<file path="config.mk">
export PLATFORM = sky130hd
export DESIGN_NAME = hangman_main
export DESIGN_NICKNAME = d
export VERILOG_FILES = /design/src/rtl/hangman_pkg.sv /design/src/rtl/hangman_keypad_decoder.sv /design/src/rtl/hangman_main.sv
export SDC_FILE = /design/constraint.sdc
export NUM_CORES = 1
export LEC_CHECK = 0
export CAP_MARGIN = 40
export CORE_AREA = 4 4 204 206
export DETAILED_ROUTE_END_ITERATION = 6
export DIE_AREA = 0 0 208 210
export PLACE_DENSITY = 0.56
export SLEW_MARGIN = 10
export SYNTH_ARGS = -nofsm -noshare
export SYNTH_HDL_FRONTEND = slang
export SYNTH_SLANG_ARGS = --single-unit
</file>
<file path="constraint.sdc">
create_clock -name clk -period 3.9 [get_ports clk]
set_clock_uncertainty 0.05 [all_clocks]
set_input_delay 1.17 -clock clk [delete_from_list [all_inputs] [get_ports clk]]
set_output_delay 1.17 -clock clk [all_outputs]
set_load 0.005 [all_outputs]
</file>
<file path="src/rtl/hangman_pkg.sv">
// rtl/hangman_pkg.sv - shared types, ASCII constants and keypad layout for hangman_main
package hangman_pkg;

  typedef enum logic [1:0] {
    HOST_ENTRY = 2'd0,
    PLAY       = 2'd1,
    WIN        = 2'd2,
    LOSE       = 2'd3
  } state_t;

  localparam int WORD_LEN = 5;

  localparam int KEY_SUBMIT = 0;
  localparam int KEY_PZ     = 1;
  localparam int KEY_HO     = 2;
  localparam int KEY_AG     = 3;

  localparam logic [7:0] CH_A          = "A";
  localparam logic [7:0] CH_G          = "G";
  localparam logic [7:0] CH_H          = "H";
  localparam logic [7:0] CH_O          = "O";
  localparam logic [7:0] CH_P          = "P";
  localparam logic [7:0] CH_Z          = "Z";
  localparam logic [7:0] CH_SPACE      = " ";
  localparam logic [7:0] CH_UNDERSCORE = "_";
  localparam logic [7:0] CH_ZERO       = "0";

  localparam logic [39:0] TXT_WORD   = "WORD:";
  localparam logic [55:0] TXT_LETTER = "LETTER:";
  localparam logic [31:0] TXT_SENT   = "SENT";
  localparam logic [39:0] TXT_MISS   = "MISS:";
  localparam logic [55:0] TXT_WIN    = "YOU WIN";
  localparam logic [63:0] TXT_LOSE   = "YOU LOSE";

  // Multi-tap step: advance within the group, or restart at its first letter.
  function automatic logic [7:0] next_tap(input logic valid, input logic [7:0] cur,
                                          input logic [7:0] lo, input logic [7:0] hi);
    if (valid && cur >= lo && cur <= hi) begin
      return (cur == hi) ? lo : cur + 8'd1;
    end
    return lo;
  endfunction

endpackage

</file>
<file path="src/rtl/hangman_keypad_decoder.sv">
// rtl/hangman_keypad_decoder.sv - keypad synchronizer, debouncer and multi-tap letter entry
module keypad_decoder
  import hangman_pkg::*;
#(
  parameter int DEBOUNCE_CYCLES = 4
) (
  input  logic       clk,
  input  logic       nRst,
  input  logic       enable,
  input  logic       clear,
  input  logic [3:0] keys,
  output logic       letter_valid,
  output logic [7:0] letter,
  output logic       submit,
  output logic       pz_press
);

  localparam int CW = (DEBOUNCE_CYCLES > 1) ? $clog2(DEBOUNCE_CYCLES) : 1;
  localparam logic [CW-1:0] CNT_LAST = CW'(DEBOUNCE_CYCLES - 1);

  logic [3:0]    sync1;
  logic [3:0]    sync2;
  logic [3:0]    stable;
  logic [3:0]    rise;
  logic [3:0]    key_press;
  logic [CW-1:0] cnt [4];
  logic          cur_valid;

  always_ff @(posedge clk) begin
    if (!nRst) begin
      sync1  <= '0;
      sync2  <= '0;
      stable <= '0;
      rise   <= '0;
      for (int i = 0; i < 4; i++) cnt[i] <= '0;
    end else begin
      sync1 <= keys;
      sync2 <= sync1;
      for (int i = 0; i < 4; i++) begin
        rise[i] <= 1'b0;
        if (sync2[i] == stable[i]) begin
          cnt[i] <= '0;
        end else if (cnt[i] == CNT_LAST) begin
          stable[i] <= sync2[i];
          rise[i]   <= sync2[i];
          cnt[i]    <= '0;
        end else begin
          cnt[i] <= cnt[i] + 1'b1;
        end
      end
    end
  end

  // Simultaneous edges: keep only the lowest set bit.
  assign key_press = rise & (~rise + 4'd1);
  assign pz_press  = key_press[KEY_PZ];

  // The pending letter stays visible during the submit cycle and is dropped after it.
  assign cur_valid = letter_valid & ~submit;

  always_ff @(posedge clk) begin
    if (!nRst) begin
      letter_valid <= 1'b0;
      letter       <= '0;
      submit       <= 1'b0;
    end else if (clear) begin
      letter_valid <= 1'b0;
      letter       <= '0;
      submit       <= 1'b0;
    end else begin
      submit <= 1'b0;
      if (submit) letter_valid <= 1'b0;
      if (enable) begin
        if (key_press[KEY_SUBMIT]) begin
          submit <= 1'b1;
        end else if (key_press[KEY_PZ]) begin
          letter       <= next_tap(cur_valid, letter, CH_P, CH_Z);
          letter_valid <= 1'b1;
        end else if (key_press[KEY_HO]) begin
          letter       <= next_tap(cur_valid, letter, CH_H, CH_O);
          letter_valid <= 1'b1;
        end else if (key_press[KEY_AG]) begin
          letter       <= next_tap(cur_valid, letter, CH_A, CH_G);
          letter_valid <= 1'b1;
        end
      end
    end
  end

endmodule

</file>
<file path="src/rtl/hangman_main.sv">
// rtl/hangman_main.sv - two-keypad hangman game: word entry, guessing, LCD text and indicators
module hangman_main
  import hangman_pkg::*;
#(
  parameter int DEBOUNCE_CYCLES = 4,
  parameter int MAX_MISSES      = 6
) (
  input  logic         clk,
  input  logic         nRst,
  input  logic         role_switch,
  input  logic [3:0]   input_row_host,
  input  logic [3:0]   input_row_player,
  output logic [127:0] host_row1,
  output logic [127:0] host_row2,
  output logic [127:0] play_row1,
  output logic [127:0] play_row2,
  output logic         red,
  output logic         green,
  output logic         blue,
  output logic         error,
  output logic         msg_sent
);

  state_t      state;
  state_t      state_next;
  logic        role_prev;
  logic        clear_keys;
  logic        h_valid, h_submit, h_pz;
  logic [7:0]  h_letter;
  logic        p_valid, p_submit, p_pz;
  logic [7:0]  p_letter;
  logic        sel_valid, sel_submit;
  logic [7:0]  sel_letter;
  logic        letter_ev, commit_ev, restart_ev;
  logic [7:0]  word [WORD_LEN];
  logic [2:0]  len;
  logic [3:0]  misses;
  logic [25:0] guessed;
  logic [4:0]  revealed;
  logic [4:0]  match;
  logic        already, all_revealed, out_of_misses, game_live, word_full;
  logic        error_d, msg_d, red_d, green_d, blue_d;
  logic [7:0]  word_ch [WORD_LEN];
  logic [7:0]  rev_ch [WORD_LEN];
  logic [7:0]  h_ch, p_ch, miss_ch;

  // Pending letters are wiped on a role change and held empty once a game is over.
  assign clear_keys = (role_switch != role_prev) || (state == WIN) || (state == LOSE);

  keypad_decoder #(.DEBOUNCE_CYCLES(DEBOUNCE_CYCLES)) u_host_keys (
    .clk(clk), .nRst(nRst), .enable(~role_switch), .clear(clear_keys),
    .keys(input_row_host), .letter_valid(h_valid), .letter(h_letter),
    .submit(h_submit), .pz_press(h_pz)
  );

  keypad_decoder #(.DEBOUNCE_CYCLES(DEBOUNCE_CYCLES)) u_player_keys (
    .clk(clk), .nRst(nRst), .enable(role_switch), .clear(clear_keys),
    .keys(input_row_player), .letter_valid(p_valid), .letter(p_letter),
    .submit(p_submit), .pz_press(p_pz)
  );

  assign sel_valid     = role_switch ? p_valid  : h_valid;
  assign sel_letter    = role_switch ? p_letter : h_letter;
  assign sel_submit    = role_switch ? p_submit : h_submit;
  assign letter_ev     = sel_submit & sel_valid;
  assign commit_ev     = sel_submit & ~sel_valid;
  assign restart_ev    = h_pz | p_pz;
  assign word_full     = (len == 3'(WORD_LEN));
  assign all_revealed  = &revealed;
  assign out_of_misses = (misses >= 4'(MAX_MISSES));
  assign game_live     = ~all_revealed & ~out_of_misses;

  always_comb begin
    match   = '0;
    already = 1'b0;
    for (int i = 0; i < WORD_LEN; i++) match[i] = (word[i] == sel_letter);
    for (int i = 0; i < 26; i++) begin
      if (guessed[i] && (sel_letter == CH_A + 8'(i))) already = 1'b1;
    end
  end

  always_ff @(posedge clk) begin
    if (!nRst) begin
      state    <= HOST_ENTRY;
      red      <= 1'b0;
      green    <= 1'b0;
      blue     <= 1'b0;
      error    <= 1'b0;
      msg_sent <= 1'b0;
    end else begin
      state    <= state_next;
      red      <= red_d;
      green    <= green_d;
      blue     <= blue_d;
      error    <= error_d;
      msg_sent <= msg_d;
    end
  end

  // Win is evaluated before the miss limit.
  always_comb begin
    state_next = state;
    case (state)
      HOST_ENTRY: if (commit_ev && word_full) state_next = PLAY;
      PLAY: begin
        if (all_revealed)       state_next = WIN;
        else if (out_of_misses) state_next = LOSE;
      end
      WIN, LOSE:  if (restart_ev) state_next = HOST_ENTRY;
      default:    state_next = HOST_ENTRY;
    endcase
  end

  always_comb begin
    error_d = 1'b0;
    msg_d   = 1'b0;
    case (state)
      HOST_ENTRY: begin
        if (letter_ev && word_full) error_d = 1'b1;
        if (commit_ev) begin
          if (word_full) msg_d   = 1'b1;
          else           error_d = 1'b1;
        end
      end
      PLAY:    if (game_live && letter_ev && already) error_d = 1'b1;
      default: ;
    endcase
    red_d   = (state_next == LOSE);
    green_d = (state_next == WIN);
    blue_d  = (state_next == PLAY);
  end

  always_ff @(posedge clk) begin
    if (!nRst) begin
      role_prev <= role_switch;
      len       <= '0;
      misses    <= '0;
      guessed   <= '0;
      revealed  <= '0;
      for (int i = 0; i < WORD_LEN; i++) word[i] <= '0;
    end else begin
      role_prev <= role_switch;
      case (state)
        HOST_ENTRY: begin
          if (letter_ev && !word_full) begin
            for (int i = 0; i < WORD_LEN; i++) begin
              if (3'(i) == len) word[i] <= sel_letter;
            end
            len <= len + 3'd1;
          end else if (commit_ev && word_full) begin
            misses   <= '0;
            guessed  <= '0;
            revealed <= '0;
          end
        end
        PLAY: begin
          if (game_live && letter_ev && !already) begin
            for (int i = 0; i < 26; i++) begin
              if (sel_letter == CH_A + 8'(i)) guessed[i] <= 1'b1;
            end
            revealed <= revealed | match;
            if (match == '0) misses <= misses + 4'd1;
          end
        end
        default: begin
          if (restart_ev) begin
            len      <= '0;
            misses   <= '0;
            guessed  <= '0;
            revealed <= '0;
            for (int i = 0; i < WORD_LEN; i++) word[i] <= '0;
          end
        end
      endcase
    end
  end

  always_comb begin
    for (int i = 0; i < WORD_LEN; i++) begin
      word_ch[i] = (3'(i) < len) ? word[i] : CH_SPACE;
      rev_ch[i]  = revealed[i] ? word[i] : CH_UNDERSCORE;
    end
    h_ch    = h_valid ? h_letter : CH_SPACE;
    p_ch    = p_valid ? p_letter : CH_SPACE;
    miss_ch = CH_ZERO + {4'd0, misses};
  end

  assign host_row1 = {TXT_WORD, word_ch[0], word_ch[1], word_ch[2], word_ch[3], word_ch[4],
                      {6{CH_SPACE}}};
  assign host_row2 = (state == HOST_ENTRY) ? {TXT_LETTER, h_ch, {8{CH_SPACE}}}
                                           : {TXT_SENT, {12{CH_SPACE}}};
  assign play_row1 = {rev_ch[0], rev_ch[1], rev_ch[2], rev_ch[3], rev_ch[4], {11{CH_SPACE}}};

  always_comb begin
    case (state)
      WIN:     play_row2 = {TXT_WIN, {9{CH_SPACE}}};
      LOSE:    play_row2 = {TXT_LOSE, {8{CH_SPACE}}};
      default: play_row2 = {TXT_MISS, miss_ch, CH_SPACE, p_ch, {8{CH_SPACE}}};
    endcase
  end

endmodule

</file>
== Yosys cells after proc, flatten, opt, wreduce, memory -nomap -nowiden ==
Memory sizes are Yosys's and may differ from the RTL's.
Index checks and enable logic that the tools add are counted.
Word-level totals
  register bits: 98
  RAM bits: 56
  bits of input ports: 11
  output and inout bits: 517
  logic and storage cells: 705
  memories: 3
Cells by class
  add/subtract/negate cells: 15
  magnitude comparators: 18
  eq/ne operators: 96
  multiplexer cells: 331
  bitwise operators: 71
  reductions and logical operators: 109
Memory list
  word: depth 5, width 8, rd ports 5, clocked after Yosys merged registers in 0, write ports 5, RTL line hangman_main.sv:35  | logic [7:0] word [WORD_LEN];
  u_host_keys.cnt: depth 4, width 2, rd ports 4, clocked after Yosys merged registers in 0, write ports 4, RTL line hangman_keypad_decoder.sv:26  | logic [CW-1:0] cnt [4];
  u_player_keys.cnt: depth 4, width 2, rd ports 4, clocked after Yosys merged registers in 0, write ports 4, RTL line hangman_keypad_decoder.sv:26
Operators by type and width (number)
  8-bit two-way mux: 47
  8-bit by 7-bit == test with 1-bit output (second input constant): 32
  125-bit case mux with 2 select lines: 1
  1-bit two-way mux: 233
  5-bit AND reduction: 28
  125-bit two-way mux: 1
  26-bit two-way mux: 4
  2-bit != test (second input constant): 31
  2-bit two-way mux: 28
  26-bit case mux with 2 select lines: 1
  8-bit by 7-bit greater-or-equal comparator with 1-bit output (second input constant): 6
  8-bit by 7-bit less-or-equal comparator with 1-bit output (second input constant): 6
  1-bit logical AND: 44
  8-bit == test: 5
  1-bit OR: 35
  3-bit OR reduction: 10
  1-bit inverter: 26
  2-bit == test (second input constant): 12
  4-bit two-way mux: 5
  5-bit two-way mux: 4
  2-bit by 1-bit adder with 2-bit output (second input constant): 8
  8-bit by 1-bit adder with 8-bit output (second input constant): 2
  2-bit AND reduction: 8
  4-bit by 1-bit adder with 4-bit output (second input constant): 3
  other kinds (33): 60

== Depth between registers and ports, before layout ==
  word-level depth: 33
  mapped depth: 12
  mapped depth without buffers: 9

== Cells and area by module ==
From an unflattened synthesis, not the netlist that was laid out.
Unflattened totals
  cell total of the unflattened synthesis: 1207
  area, all modules: 11130.7 µm²
By module, submodules not included
  hangman_main: times used 1, cells each 937, area each 8105.3 µm²
  keypad_decoder: times used 2, cells each 135, area each 1512.7 µm²

== Worst setup path before layout ==
OpenSTA, ideal clock, no wires.
  path type: in2reg
  start: in role_switch
  end: reg guessed[7]
  arrival time: 2989 ps
  slack: 743 ps
  cell stages on the path: 10
  buffers on the path: 3
  cells stage by stage: buf_6 > buf_6 > or3b_4 > a22o_1 > a311oi_2 > inv_2 > nand4_4 > nor3_4 > buf_6 > a32o_2
On the way
  longest elaborated chain between the ends: 33
RTL lines
  from (decl): RTL line hangman_main.sv:10  | input logic role_switch,
  8-bit two-way mux: RTL line hangman_main.sv:63  | assign sel_letter = role_switch ? p_letter : h_letter;
  8-bit by 7-bit == test with 1-bit output: RTL line hangman_main.sv:78  | if (guessed[i] && (sel_letter == CH_A + 8'(i))) already = 1'b1;
  1-bit logical AND: RTL line hangman_main.sv:78
  1-bit two-way mux (26 in series): RTL line hangman_main.sv:78
  1-bit zero test: RTL line hangman_main.sv:157  | if (game_live && letter_ev && !already) begin
  1-bit logical AND: RTL line hangman_main.sv:157
  2-bit != test (no source line)
  5-bit AND reduction (no source line) *
  to (signal assigned): RTL line hangman_main.sv:152  | guessed <= '0;
  to (signal, indexed assignment): RTL line hangman_main.sv:159  | if (sel_letter == CH_A + 8'(i)) guessed[i] <= 1'b1;
  to (signal assigned): RTL line hangman_main.sv:169  | guessed <= '0;
  to (decl): RTL line hangman_main.sv:38  | logic [25:0] guessed;
Mark *: on every way between the ends. The rest lies on a longest branch, timed or not.
A chain may end at the register's enable or synchronous reset.

== Worst setup path after layout ==
  start: reg state[0]
  end: out host_row2[68]
On the way
  longest elaborated chain between the ends: 2
RTL lines
  from (decl): RTL line hangman_main.sv:24  | state_t state;
  from (signal assigned): RTL line hangman_main.sv:91  | state <= state_next;
  2-bit zero test: RTL line hangman_main.sv:190  | assign host_row2 = (state == HOST_ENTRY) ? {TXT_LETTER, h_ch, {8{CH_SPACE}}}
  125-bit two-way mux: RTL line hangman_main.sv:190
  to (decl): RTL line hangman_main.sv:14  | output logic [127:0] host_row2,
Every way passes these cells.

==> results by group <==
Yosys
  – Post-synthesis sequential area ratio: 0.329
  – Warnings from Yosys: 0
  – Distinct cells, synth: 83
  – Primary FF master, synth: dfxtp_1
  – Syn Area/Cell: 9.18 µm²
  – Mux share of post-synthesis cell area: 0.0179
  – Compound-Gate Fraction of Synth Area: 0.0958
  – Synth Area in Simple Gates: 0.187
  – Largest family of logic cells by synthesized area: buffers and inverters
  – Post-synthesis register bit count: 154
  – Post-synthesis xor/xnor area fraction: 0.0420
  – Post-synth ARST share: 0
  – Number of flops mapped to enable cells by yosys: 56
  – Syn Std Cell Area: 11100 µm²
  – Adder and majority gate portion of the synthesized area: 0.0249
  – Cells after Synth: 1205

Placed design
  – Post-Place Setup Slack: 236 ps
  – DP Wirelength: 19700 µm
  – PortBufs: 162
  – GP Congestion: 0.811

Worst setup path
  – Crit path kind: flop to output port
  – Reg-to-reg slack, setup: 1080 ps
  – CP Max Fanout: 13
  – Worst setup SP type: flop
  – Req. time, crit path: 2680 ps
  – Crit. End Element: output port
  – Worst reg2reg path depth: 7
  – Worst EP arrival: 2430 ps

Timing
  – Final Cycle Share: 0.937
  – Max_slew headroom: 0.417
  – Hold Vio Cnt, Final: 0
  – Max-slew violations: 0
  – RSZ-0062 raised after global routing: no
  – Setup-failing EPs final: 0
  – Tmin final: 3650 ps
  – Setup TNS: 0 ps
  – F_max: 274 MHz
  – Worst setup margin: 246 ps
  – Slew @ Worst Pin: 868 ps

Clock network
  – CTS clock-pin slew for the worst setup and hold paths: 60 ps
  – Htree depth: 4
  – Setup Buffers After CTS: 0
  – CTS buffer count: 17
  – Root Driver: clkbuf_16
  – CTS tree: built
  – Clock sink count: 154
  – CTS hold repair buffers: 0
  – Clk buf depth: 2
  – Cts repair resizes: 0
  – Clk Latency, worst-skew pair: 430 ps

Final layout
  – Layout cell share with drive strength beyond 1: 0.0712
  – FF/Latch Area: 3640 µm²
  – Fin nets: 1383
  – Area occupied by multi-input gates: 5490 µm²
  – Fillers: 4151
  – Most common cell after layout, fill and taps aside: conb_1
  – Synthesis-to-finish area growth: 12.1%
  – # diodes: 0
  – Commonest cells after routing, fill and taps aside: conb_1 (381), clkdlybuf4s50_1 (161), dfxtp_1 (98), nand2_1 (60), edfxtp_1 (56)

Detailed routing
  – Pre-antenna DRT Iters: 5
  – DR vias/cell: 3.97
  – Wire per inst: 13.5 µm
  – DR iter-0 viols: 397
  – DR vias: 7499
  – Post-DRT Antenna Nets: 0
  – # DRC: 0
  – Final WL: 25600 µm

Global route
  – Largest net degree at the start of global routing: 49
  – Initial antenna violation count: 0
  – Tot GR Track Use: 0.108
  – First-pass GRT wire length: 38700 µm
  – Gr ovfl total: 0
  – Vias in the first global route: 7111

Floorplan
  – Starting Density: 0.279
  – Die Span Y: 210 µm
  – Io pins: 528
  – DIE AREA: 43700 µm²
  – Row Count: 73
  – Placeable Area: 39600 µm²
  – Die width: 208 µm

Flow run
  – Max-capacitance violation count: 0

Pwr
  – Pwr dens: 298 nW/µm²
  – Peak VDD IR: 0.301 mV
  – Overall power: 3.69 mW
  – LEAKAGE: 5.11 nW

Outcome
  – Run status: finished, final reports clean

Worst hold path
  – Worst min path class: flop to flop
  – Worst Hold Depth: 1
==> power by group <==
part | leakage, nW | total [mW] | switching, mW | internal, mW
registers | 1.36 | 1.72 | 0.0267 | 1.70
clock network | 0.320 | 1.75 | 0.675 | 1.08
logic | 3.43 | 0.214 | 0.154 | 0.0603
total | 5.11 | 3.69 | 0.856 | 2.84
==> logic make-up after synthesis <==
family                     after synthesis
xor gates and xnor gates                53
and+or+nand+nor                        346
other                                    2
muxes                                   19
adders and majority gates               22
buffers and inverters                  473
AOI/OAI and AO/OA                      136
DFF                                    154
==> cells in the mapped netlist (4+ instances only) <==
library cell	count	area (µm²)
nor2b_1	34	213
nor4bb_1	9	90.1
nor4_1	15	93.8
o21ai_0	18	90.1
ha_1	22	275
and3_1	14	87.6
mux2i_1	17	170
a22o_1	6	52.6
nand3b_1	11	82.6
dfxtp_1	98	1960
inv_1	27	101
buf_4	405	3040
o22ai_1	5	31.3
a21oi_1	20	100
or3_1	4	25.0
nor3_1	11	55.1
nand3_1	18	90.1
nand2b_1	38	238
xnor2_1	49	429
nor2_1	38	143
nor4b_1	6	52.6
or2_2	8	50.1
nor3b_1	6	45.0
edfxtp_1	56	1680
and4b_1	10	100
buf_6	6	67.6
xor2_1	4	35.0
clkbuf_1	30	113
a32o_2	7	78.8
nand2_1	60	225
a21o_1	5	37.5
a31o_2	4	35.0
a21boi_0	10	75.1
and2_1	44	275
a32o_1	15	150
==> worst max-delay path, cell delays in order (launching register included) <==
cell             delay (ps)
dfxtp_1                 400
or2_2                   420
inv_1                   370
and3_1                  290
clkdlybuf4s50_1         520
==> layout make-up <==
class	instances	share of cell area
Clock inverter	8	0.00727
Inverter	29	0.00878
Multi-Input combinational cell	957	0.443
Tap cell	525	0.0530
Clock buffer	24	0.0449
Sequential cell	154	0.294
Timing Repair Buffer	191	0.149
==> path summary, 6_finish.rpt <==
kind	to	start
worst min-delay path	u_player_keys.sync2[3]$_SDFF_PN0_	u_player_keys.sync1[3]$_SDFF_PN0_
worst max-delay path	host_row2[68]	state[0]$_SDFF_PN0_
worst min register to register	u_player_keys.sync2[3]$_SDFF_PN0_	u_player_keys.sync1[3]$_SDFF_PN0_
worst max register to register	guessed[20]$_SDFFE_PN0P_	u_player_keys.letter[3]$_SDFFE_PP0P_
==> per-layer routing <==
layer	wire, µm	global-route usage	share of wire	vias to the layer above
met5	0	0	0	-
met4	396	0.0322	0.015	0
met3	1830	0.0243	0.071	29
met2	13000	0.192	0.51	334
met1	10300	0.130	0.40	3538
li1	-	-	-	3598
==> registers in the layout, summed over array words and instances, names as in the netlist, 2 cells and up <==
signal                flops
u_host_keys.sync1         4
u_host_keys.stable        4
u_player_keys.letter      8
u_player_keys.sync2       4
revealed                  5
state                     2
u_player_keys.cnt         8
u_host_keys.letter        8
u_host_keys.rise          4
word                     40
len                       3
u_player_keys.sync1       4
u_host_keys.sync2         4
u_player_keys.rise        4
misses                    4
u_player_keys.stable      4
u_host_keys.cnt           8
guessed                  26
==> metrics by stage <==
step / instance area, µm² / cells / util / hold WS, ps
final: 12400 / 1888 / 0.313 / 380
after CTS: 12400 / 1888 / 0.313 / 386
after detailed placement: 11800 / 1856 / 0.296 / 370
after global placement: 11800 / 1856 / 0.296 / 368
after floorplan: 12500 / 1584 / - / 362
after global routing: 12400 / 1888 / 0.313 / 404
No activity file was read; power rests on OpenSTA's default activity.
